==> src/rtl/spi_master.sv <==
// SPI master: modes 0-3, NCS chip selects, CS hold for bursts.
// Define SPI_MASTER_RX_EN to build the miso receive path.
module spi_master #(
    parameter int DATA_W = 8,
    parameter int CLKDIV = 4,
    parameter int NCS    = 1,
    localparam int CSW   = (NCS > 1) ? $clog2(NCS) : 1
) (
    input  logic              clk,
    input  logic              reset,
    input  logic              start,
    input  logic [DATA_W-1:0] datain,
    input  logic [CSW-1:0]    cs_sel,
    input  logic              cpol,
    input  logic              cpha,
    input  logic              hold,
    output logic              sclk,
    output logic              mosi,
    input  logic              miso,
    output logic [NCS-1:0]    ncs,
    output logic              busy,
    output logic              done,
    output logic [DATA_W-1:0] dataout
);

    typedef enum logic [2:0] {
        S_IDLE,
        S_LEAD,
        S_XFER,
        S_WAIT,
        S_TRAIL
    } state_t;

    state_t            r_state;
    state_t            w_next;
    logic [7:0]        r_div;
    logic              r_ph;
    logic [4:0]        r_bit;
    logic [DATA_W-1:0] r_tx;
    logic [CSW-1:0]    r_cs;
    logic              r_cpol;
    logic              r_cpha;
    logic              r_hold;
    logic              r_done;
    logic              w_div_end;
    logic              w_bit_end;
    logic              w_last;
    logic              w_act;

    assign w_div_end = (r_div == 8'(CLKDIV - 1));
    assign w_bit_end = w_div_end & r_ph;
    assign w_last    = w_bit_end & (r_bit == 5'(DATA_W - 1));
    assign w_act     = (r_state != S_IDLE);
    assign done      = r_done;

    always_ff @(posedge clk or posedge reset) begin
        if (reset) r_state <= S_IDLE;
        else       r_state <= w_next;
    end

    always_comb begin
        w_next = r_state;
        busy   = 1'b0;
        sclk   = r_cpol;
        mosi   = 1'b0;
        ncs    = '1;
        case (r_state)
            S_IDLE:  if (start) w_next = S_LEAD;
            S_LEAD: begin
                busy = 1'b1;
                if (w_div_end) w_next = S_XFER;
            end
            S_XFER: begin
                busy = 1'b1;
                sclk = r_cpol ^ r_ph ^ r_cpha;
                if (w_last) w_next = r_hold ? S_WAIT : S_TRAIL;
            end
            S_WAIT: begin
                if (start)      w_next = S_XFER;
                else if (!hold) w_next = S_TRAIL;
            end
            S_TRAIL: begin
                busy = 1'b1;
                if (w_div_end) w_next = S_IDLE;
            end
            default: w_next = S_IDLE;
        endcase
        if (w_act) mosi = r_tx[DATA_W-1];
        for (int i = 0; i < NCS; i++)
            ncs[i] = !(w_act && (r_cs == CSW'(i)));
    end

    always_ff @(posedge clk or posedge reset) begin
        if (reset) begin
            r_div  <= '0;
            r_ph   <= 1'b0;
            r_bit  <= '0;
            r_tx   <= '0;
            r_cs   <= '0;
            r_cpol <= 1'b0;
            r_cpha <= 1'b0;
            r_hold <= 1'b0;
            r_done <= 1'b0;
        end else begin
            r_done <= 1'b0;
            case (r_state)
                S_IDLE: begin
                    // Idle SCLK tracks cpol so the first frame has no stray edge
                    r_cpol <= cpol;
                    if (start) begin
                        r_tx   <= datain;
                        r_cs   <= cs_sel;
                        r_cpha <= cpha;
                        r_hold <= hold;
                    end
                end
                S_LEAD, S_TRAIL: r_div <= w_div_end ? '0 : r_div + 8'd1;
                S_XFER: begin
                    r_div <= w_div_end ? '0 : r_div + 8'd1;
                    if (w_div_end) r_ph <= ~r_ph;
                    if (w_bit_end) begin
                        r_bit <= w_last ? '0 : r_bit + 5'd1;
                        r_tx  <= r_tx << 1;
                    end
                    if (w_last) r_done <= 1'b1;
                end
                S_WAIT: begin
                    if (start) begin
                        r_tx   <= datain;
                        r_hold <= hold;
                    end
                end
                default: ;
            endcase
        end
    end

`ifdef SPI_MASTER_RX_EN
    logic [DATA_W-1:0] r_rx;
    logic [DATA_W-1:0] r_dataout;

    assign dataout = r_dataout;

    // Sampling always lands mid-bit, whichever edge that is for the mode
    always_ff @(posedge clk or posedge reset) begin
        if (reset) begin
            r_rx      <= '0;
            r_dataout <= '0;
        end else if (r_state == S_XFER && w_div_end) begin
            if (!r_ph)  r_rx      <= {r_rx[DATA_W-2:0], miso};
            if (w_last) r_dataout <= r_rx;
        end
    end
`else
    logic w_unused_miso;

    assign w_unused_miso = miso;
    assign dataout       = '0;
`endif

endmodule

==> config.mk <==
export PLATFORM = sky130hd
export DESIGN_NAME = spi_master
export DESIGN_NICKNAME = d
export VERILOG_FILES = /design/src/rtl/spi_master.sv
export SDC_FILE = /design/constraint.sdc
export NUM_CORES = 1
export LEC_CHECK = 0
export ABC_AREA = 1
export ABC_CLOCK_PERIOD_IN_PS = 2000
export CAP_MARGIN = 25
export CORE_ASPECT_RATIO = 1.2
export CORE_UTILIZATION = 53
export CTS_CLUSTER_SIZE = 10
export DETAILED_ROUTE_END_ITERATION = 8
export PLACE_DENSITY = 0.86
export REMOVE_ABC_BUFFERS = 1
export SYNTH_ARGS = -nofsm -noshare
export SYNTH_HDL_FRONTEND = slang
export SYNTH_SLANG_ARGS = --single-unit
==> constraint.sdc <==
create_clock -name clk -period 2 [get_ports clk]
set_input_delay 0.2 -clock clk [delete_from_list [all_inputs] [get_ports clk]]
set_output_delay 0.2 -clock clk [all_outputs]
set_load 0.02 [all_outputs]
* Word-level counts from Yosys, hierarchy flattened
Cells that the tools add are included.
** Operators by class
- Multiplexer cells :: 18
- Reductions and logical operators :: 13
- $add $sub $neg :: 2
- Eq/ne operators :: 13
- Bitwise operators :: 6
** Operators with widths (count)
- $mux 8 :: 3
- $mux 3 :: 7
- $pmux 8 s2 :: 1
- $pmux 3 s5 :: 1
- $ne 2x2->1 const B :: 5
- $add 8x1->8 const B :: 1
- $eq 8x2->1 const B :: 1
- $reduce_and 2->1 :: 4
- $eq 3x2->1 const B :: 2
- $add 5x1->5 const B :: 1
- $eq 5x3->1 const B :: 1
- $mux 1 :: 5
- $mux 5 :: 1
- $reduce_and 5->1 :: 1
- $eq 3x1->1 const B :: 1
- $eq 3x3->1 const B :: 1
- $logic_not 3->1 :: 1
- $ne 3x3->1 const B :: 1
- $reduce_and 3->1 :: 1
- $reduce_bool 3->1 :: 1
- $reduce_or 3->1 :: 1
- $and 1x1->1 :: 2
- $ne 2x1->1 const B :: 1
- $not 1->1 :: 2
- 5 further kinds :: 6
** Storage, ports and cells
- Register bits after elaboration :: 30
- Logic and storage cells :: 62

* Logic depth before layout (Yosys ltp)
Gate-level depths: netlist (run 1).
- Word-level depth :: 5
- Gate-level depth with buffers :: 10
- Gate-level depth less buffers :: 10

* Least setup slack after synthesis (run 1)
OpenSTA, ideal clock, no wires.
- Path kind :: register -> output
- Start point :: register r_state[2]
- End point :: output sclk
- Stages on the path, launching flop included :: 6
- Buffers on the path :: 0
- Data arrival time :: 1.252 ns
- Required time :: 1.800 ns
- Setup slack :: 0.548 ns
- Cell sequence :: dfrtp_1 inv_2 nand2_2 nor2_4 nand2_1 xnor2_1
** Between the ends
- Cells in the longest elaborated chain, start to end :: 2
** RTL lines
- start, declared :: line 34 : state_t r_state;
- start signal, assigned :: line 58 : else r_state <= w_next;
- $eq 3x2->1 :: line 67 : case (r_state)
- $mux 1 :: line 67
- end, declared :: line 17 : output logic sclk,
Every way passes these cells.

* Final worst setup path (run 1)
Same ends and word-level chain as after synthesis.

==> impl_metrics.tcl, run 1 <==
set metrics [dict create \
    status "completed" \
    r2r_start "r_div[0]" \
    post_cts_buffers 0 \
    fillers 277 \
    switching_share_pct 45.4 \
    htree_num_levels 2 \
    clock-root-buffer "clkbuf_4" \
    drive_above_1_share_pct 13.1 \
    tritoncts "yes" \
    power_leakage_nw 0.973 \
    vias_per_cell 5.17 \
    share_comb_of_total_power_pct 50.9 \
    cp.required_ns 1.80 \
    die_y_um 65.0 \
    antenna_found_initial 0 \
    switching_power_mw 1.36 \
    fin_util_pct 65.6 \
    timing.final.crit_share_pct 92.2 \
    r2r_cells 8 \
    peakVddDrop_uv 926 \
    antennaDiodeCount 0 \
    die_area_sq_um 3540 \
    cts_num_sinks 30 \
    r2r_slack_ns 0.40 \
    numCtsBuffers 5 \
    clk_latency_ns 0.33 \
    crit_type "flip-flop to output pin" \
    wirelength_um 3140 \
    crit_path_top_delay_cell "dfrtp_1" \
    clkPwrFrac_pct 15.0 \
    cp-endpoint "sclk" \
    worstPathMaxFanout 6 \
    grt_overflow 0 \
    core_sq_um 3110 \
    fin_area_sq_um 2040 \
    drt_iter0_markers 30 \
    first_pass_iters 5 \
    hold_viol 0 \
    grt_pass1_vias 1391 \
    vias 1485 \
    met1_usage_pct 24.1 \
    power_frac_seq_pct 34.1 \
    ctsResizeCount 7 \
    max_freq_mhz 542 \
    yosys_warnings 0 \
    maxCapViolCount 0 \
    use_met3_pct 7.75 \
    die_w_um 54.5 \
    p_int_mw 1.63 \
    place_hpwl_um 2310 \
    portBuffers 19 \
    syn_avg_cell_area_sq_um 7.85 \
    skew_ns 0.0107 \
    synthCells 223 \
    busiest_layer "met2" \
    min_path_type "input pin to async pin" \
    hold_buffers 0 \
    crit_family "buffers and inverters" \
    nets 268 \
    seqCellArea_sq_um 753 \
    antenna_left 0 \
    cp_num_buf_inv 2 \
    setup_tns_ns 0 \
    layout_common_cells "66 x nand2_1, 28 x dfrtp_1, 20 x inv_1, 20 x nand3_1, 16 x nor2_1" \
    synth_seq_area_share_pct 42.9 \
    hold_ws_ns 0.252 \
    crit_arrival_ns 1.64 \
    grt_pass1_wl_um 5660 \
    worstSetupStartpoint "r_state[2]" \
    area_growth_syn_to_layout_pct 16.6 \
    grt_setup_unrepaired "false" \
    cp-start-kind "flip-flop" \
    finalMaxSlewViolations 0 \
    cp_cell_sequence "inv_2 > nand2_2 > nor2_4 > nand2_1 > xnor2_1 > dlygate4sd2_1" \
    grt_max_degree 31 \
    multi_input_area_sq_um 851 \
    ioPinCount 29 \
    cts_buffer_depth 2 \
    setup_viol 0 \
    synth-seq-cells 30 \
    clk_pin_slew_ns 0.10 \
    grtUsageMet2_pct 38.3 \
    postPlaceCellArea_sq_um 1960 \
    critPathMaxStageDelay_ns 0.41 \
    r2r-end "r_state[1]" \
    p_per_area_nw_per_um2 1470 \
    track_usage_pct 22.0 \
    start_util_pct 56.3 \
    netlist_area_sq_um 1750 \
    end_kind "output pin" \
    ys_types 30 \
    rows 22 \
    cp.depth 6 \
    place_congestion 0.793 \
    layout_commonest_cell "nand2_1" \
    wire_per_inst_um 11.0 \
    drc 0 \
    fin_crit_ns 1.84 \
]
[Yosys cell counts]
cell	number	area share, %
nand3_1	20	5.7
buf_6	2	1.3
a21oi_2	1	0.50
ha_1	2	1.4
nor2_2	1	0.36
buf_4	9	3.9
clkinv_1	2	0.43
o21ai_0	6	1.7
xnor2_1	4	2.0
nand3_4	1	1.0
or2_2	1	0.36
o21ai_2	2	1.0
o22ai_1	1	0.36
a21boi_1	1	0.43
nor2_4	2	1.3
o211ai_1	1	0.43
a21oi_1	2	0.57
dfrtp_1	30	43
inv_2	2	0.43
inv_1	20	4.3
xor2_1	3	1.5
nand4_1	3	1.1
nand3_2	2	1.1
nor3_1	1	0.29
nand2_2	1	0.36
nand2_1	66	14
nand2_4	5	3.2
o21ai_1	15	4.3
conb_1	1	0.21
nor2_1	16	3.4
[power groups by stage]
| stage | combinational [mW] | sequential (mW) | clock [mW] |
|---|---|---|---|
| floorplan | 1.15 | 0.990 | 0 |
| global placement | 1.52 | 1.01 | 0 |
| detailed placement | 1.58 | 1.02 | 0 |
| CTS | 1.54 | 1.02 | 0.460 |
| global route | 1.76 | 1.05 | 0.492 |
| finish | 1.53 | 1.02 | 0.448 |
[metrics by stage]
step	cells	setup slack (ns)	total power [mW]
6_report	287	0.155	3.00
5_1_grt	287	0.0263	3.30
4_1_cts	287	0.127	3.02
3_5_place_dp	279	0.141	2.60
3_3_place_gp	279	0.185	2.54
2_1_floorplan	219	0.548	2.14
[tightest hold or removal path, delay by kind of cell]
| family | cells | cell delay, ns |
|---|---|---|
| buffers and inverters | 3 | 0.80 |
[worst min-delay path by stage]
| stage | startpoint | end |
|---|---|---|
| floorplan | reset | done |
| global placement | r_cs | r_cs |
| detailed placement | r_cs | r_cs |
| CTS | reset | done |
| global route | reset | done |
| finish | reset | r_div[6] |
[layer usage]
| metal | part of all wire [%] | vias to the layer above |
|---|---|---|
| met5 | 0 | - |
| met3 | 3.1 | 7 |
| li1 | - | 753 |
| met2 | 52 | 25 |
| met1 | 43 | 700 |
| met4 | 1.8 | 0 |
[sequential cells by signal, indices dropped and copies added, names as in the netlist]
register and count:
r_state 3, done 1, r_cs 1, r_bit 5, r_cpha 1, r_cpol 1
r_ph 1, r_hold 1, r_div 8, r_tx 8
[kinds of logic after synthesis]
| group | share of synthesized area, % |
|---|---|
| other cells | 0.214 |
| fa+ha+maj | 1.43 |
| buf+inv | 10.3 |
| compound gates | 9.29 |
| flops | 42.9 |
| xor+xnor | 3.50 |
| simple gates | 32.4 |
[cell type report]
type | instances | share of cell area [%]
timing repair buffer | 24 | 10.9
multi-input combinational | 165 | 41.7
sequential | 30 | 36.9
tap | 36 | 2.21
inverter | 24 | 4.41
clock buffer | 8 | 3.86
(Power assumes the default switching activity.)
==> run 2, diff against run 1 <==
CORE_ASPECT_RATIO = unset   (was 1.2)
==> impl_metrics.tcl, run 2 (synthesized netlist as in run 1, its figures left out) <==
set metrics [dict create \
    status "completed" \
    vias 1473 \
    drt_iter0_markers 89 \
    antennaDiodeCount 0 \
    switching_share_pct 45.4 \
    postPlaceCellArea_sq_um 1970 \
    timing.final.ws_setup_ns 0.148 \
    finalPower_mw 3.03 \
    clk_pin_slew_ns 0.10 \
    max_freq_mhz 540 \
    fin_crit_ns 1.85 \
    cp-start-kind "flip-flop" \
    cts_buffer_depth 2 \
    drc 0 \
    switching_power_mw 1.37 \
    antenna_found_initial 0 \
    crit_arrival_ns 1.65 \
    rows 20 \
    peakVddDrop_uv 699 \
    die_y_um 59.5 \
    reg_top3 "r_div (8), r_tx (8), r_bit (5)" \
    clkPwrFrac_pct 15.8 \
    post_cts_buffers 0 \
    timing.final.crit_share_pct 92.6 \
    maxCapViolCount 0 \
    die_area_sq_um 3540 \
    finalMaxSlewViolations 0 \
    wirelength_um 3160 \
    core_sq_um 3100 \
    r2r_slack_ns 0.35 \
    grt_overflow 0 \
    area_growth_syn_to_layout_pct 17.1 \
    numCtsBuffers 5 \
    vias_per_cell 4.99 \
    power_frac_seq_pct 33.5 \
    place_congestion 0.808 \
    worstPathMaxFanout 7 \
    first_pass_iters 4 \
    place_hpwl_um 2280 \
    grt_pass1_vias 1398 \
    antenna_left 0 \
    nets 268 \
    clock-root-buffer "clkbuf_4" \
    drive_above_1_share_pct 13.1 \
    clk_latency_ns 0.34 \
    crit_type "flip-flop to output pin" \
    end_kind "output pin" \
    p_int_mw 1.65 \
    grt_pass1_wl_um 5750 \
    grt_setup_unrepaired "false" \
    layout_common_cells "66 x nand2_1, 28 x dfrtp_1, 20 x inv_1, 20 x nand3_1, 16 x nor2_1" \
    setup_tns_ns 0 \
    dp_worst_setup_slack_ns 0.172 \
    htree_num_levels 2 \
    fin_area_sq_um 2050 \
    start_util_pct 56.4 \
    hold_viol 0 \
    cts_num_sinks 30 \
    p_per_area_nw_per_um2 1480 \
    layout_commonest_cell "nand2_1" \
    ioPinCount 29 \
    power_leakage_nw 0.973 \
    skew_ns 0.0102 \
    min_path_type "input pin to async pin" \
    setup_viol 0 \
    die_w_um 59.5 \
    track_usage_pct 21.8 \
    cp.required_ns 1.80 \
    grt_max_degree 31 \
    wire_per_inst_um 10.7 \
    share_comb_of_total_power_pct 50.7 \
    portBuffers 19 \
    tritoncts "yes" \
    hold_buffers 0 \
]
## run 2: cell count changes in the layout (fill, tap and decap cells not counted), sizes merged
cell,before,now
clkbuf,8,5
clkinv,2,4
bufinv,0,1
## run 2: per-layer routing
metal / part of all wire, % / vias up / global-route usage, %
met1: 45 / 684 / 25.9
met4: 1.3 / 0 / 7.48
met2: 49 / 33 / 37.6
met3: 4.2 / 6 / 6.33
met5: 0 / - / 0
li1: - / 750 / -
## run 2: final timing paths
path                            start         end  cells after the start
min in group clk                 cpol      r_cpol                      3
min reg2reg                      r_cs        r_cs                      2
max                        r_state[0]         ncs                      5
max reg2reg                  r_div[0]  r_state[1]                      8
min                             reset     r_tx[3]                      3
max in group asynchronous       reset  r_state[0]                      3
## run 2: what timing repair did
action	4_1_cts	5_1_grt
hold endpoints to repair	0	0
endpoints found under the setup margin	4	0
gates resized for setup	7	0
## run 2: final cells by class
| cell class | count | area, sq um |
|---|---|---|
| inverters | 24 | 90.1 |
| flip-flops and latches | 30 | 753 |
| multi-input cells | 165 | 851 |
| repair buffers | 24 | 223 |
| clock inverters | 3 | 40.0 |
| clock buffers | 5 | 37.5 |
| well taps | 44 | 55.1 |
| fillers | 278 | 1050 |
## run 2: metrics by stage
step / hold WS (ns) / utilization [%] / std cells
final: 0.218 / 66.0 / 295
after global routing: 0.272 / 66.0 / 295
after CTS: 0.222 / 66.0 / 295
after detailed placement: 0.475 / 63.5 / 287
after global placement: 0.458 / 63.5 / 287
after floorplan: 0.291 / - / 219
## run 2: power by group through the flow
stage	registers [mW]	clock network (mW)	logic [mW]
CTS	1.01	0.492	1.55
detailed placement	1.01	0	1.57
finish	1.01	0.478	1.53
floorplan	0.990	0	1.15
global placement	1.01	0	1.53
global route	1.04	0.521	1.76
## run 2: worst max-delay path, cell delays in order, from the launching register on
cell and delay [ns]:
dfrtp_2 0.48, nor2_4 0.06, nand2_4 0.09, inv_1 0.09, or2_2 0.27, dlygate4sd2_1 0.32
==> run 3, diff against run 2 <==
PLACE_DENSITY = 0.8   (was 0.86)
==> impl_metrics.tcl, run 3 (synthesized netlist as in run 1, its figures left out) <==
set metrics [dict create \
    setup_tns_ns 0 \
    reg_top3 "r_div (8), r_tx (8), r_bit (5)" \
    numCtsBuffers 5 \
    layout_common_cells "66 x nand2_1, 28 x dfrtp_1, 20 x inv_1, 20 x nand3_1, 16 x nor2_1" \
    antennaDiodeCount 0 \
    clk_latency_ns 0.34 \
    portBuffers 19 \
    area_growth_syn_to_layout_pct 17.4 \
    max_freq_mhz 541 \
    die_w_um 59.5 \
    grt_pass1_wl_um 5550 \
    drt_iter0_markers 56 \
    peakVddDrop_uv 822 \
    status "completed" \
    dp_worst_setup_slack_ns 0.176 \
    fin_area_sq_um 2050 \
    nets 268 \
    grt_pass1_vias 1298 \
    timing.final.crit_share_pct 92.5 \
    antenna_left 0 \
    drc 0 \
    cp-start-kind "flip-flop" \
    p_per_area_nw_per_um2 1460 \
    clock-root-buffer "clkbuf_4" \
    timing.final.ws_setup_ns 0.151 \
    ioPinCount 29 \
    end_kind "output pin" \
    share_comb_of_total_power_pct 51.0 \
    worstPathMaxFanout 7 \
    setup_viol 0 \
    track_usage_pct 21.4 \
    hold_ws_ns 0.217 \
    power_leakage_nw 0.982 \
    postPlaceCellArea_sq_um 1970 \
    post_cts_buffers 0 \
    tritoncts "yes" \
    crit_type "flip-flop to output pin" \
    switching_share_pct 45.3 \
    cp.required_ns 1.80 \
    power_frac_seq_pct 33.9 \
    crit_arrival_ns 1.65 \
    vias 1410 \
    place_hpwl_um 2170 \
    maxCapViolCount 0 \
    hold_viol 0 \
    vias_per_cell 4.78 \
    die_y_um 59.5 \
    p_int_mw 1.64 \
    die_area_sq_um 3540 \
    grt_max_degree 31 \
    layout_commonest_cell "nand2_1" \
    skew_ns 0.00936 \
    first_pass_iters 4 \
    grt_setup_unrepaired "false" \
    finalMaxSlewViolations 0 \
    drive_above_1_share_pct 13.1 \
    grt_overflow 0 \
    crit_path_top_delay_cell "dfrtp_2" \
    cts_num_sinks 30 \
    min_path_type "input pin to async pin" \
    critPathMaxStageDelay_ns 0.47 \
    rows 20 \
    htree_num_levels 2 \
    clk_pin_slew_ns 0.10 \
    start_util_pct 56.4 \
    clkPwrFrac_pct 15.1 \
    wirelength_um 2970 \
    antenna_found_initial 0 \
    fin_util_pct 66.2 \
    switching_power_mw 1.36 \
    cts_buffer_depth 2 \
    cp_cell_sequence "nor2_4 > nand2_4 > inv_1 > or2_2 > dlygate4sd2_1" \
    core_sq_um 3100 \
    place_congestion 0.800 \
    wire_per_inst_um 10.1 \
    fin_crit_ns 1.85 \
]
run 3: cell types whose count changed in the layout (fill, tap and decap cells not counted), sizes merged:
cell          before  now
clkinv             4    2
bufinv             1    0
dlymetal6s2s       0    1
dlygate4sd2        4    3
clkbuf             5    8
run 3: area by class of cell:
cell class,count,area [sq um]
repair buffers,24,226
inverters,24,90.1
clock buffers,8,78.8
multi-input cells,165,851
well taps,44,55.1
fillers,272,1050
flip-flops and latches,30,753
run 3: routing by layer:
| metal | vias to the layer above | wire, um | track usage [%] |
|---|---|---|---|
| li1 | 750 | - | - |
| met1 | 625 | 1440 | 26.4 |
| met2 | 28 | 1350 | 34.0 |
| met3 | 7 | 126 | 7.21 |
| met4 | 0 | 57 | 9.18 |
| met5 | - | 0 | 0 |
run 3: critical path: cells and delay by family, from the launching register on:
kind	cells	cell delay, ns
buf+inv	2	0.42
flops	1	0.47
simple gates	3	0.43
run 3: per-stage QoR:
step                      cells  power [mW]
after floorplan             219        2.14
after global placement      287        2.54
after detailed placement    287        2.58
after CTS                   295        3.03
after global routing        295        3.30
final                       295        3.00
run 3: worst paths after layout:
path                       slack [ns]          to  startpoint  depth (start not counted)
max reg2reg                      0.37  r_state[1]    r_div[0]                          8
min                              0.22    r_div[1]       reset                          3
min reg2reg                      0.48        r_cs        r_cs                          2
max                              0.15         ncs  r_state[0]                          5
min in group clk                 0.39      r_cpol        cpol                          3
max in group asynchronous        1.49  r_state[1]       reset                          3
run 3: repair_timing:
| item | 4_1_cts | 5_1_grt |
|---|---|---|
| hold buffers | 0 | 0 |
| endpoints found under the setup margin | 4 | 1 |
| pin swaps | 0 | 0 |
| cloned | 0 | 0 |
| resized for setup | 6 | 1 |
run 3: power groups by stage:
stage,Clock (mW),Combinational [mW],Sequential [mW]
floorplan,0,1.15,0.990
global placement,0,1.53,1.01
detailed placement,0,1.56,1.02
CTS,0.470,1.54,1.02
global route,0.495,1.75,1.05
finish,0.454,1.53,1.02
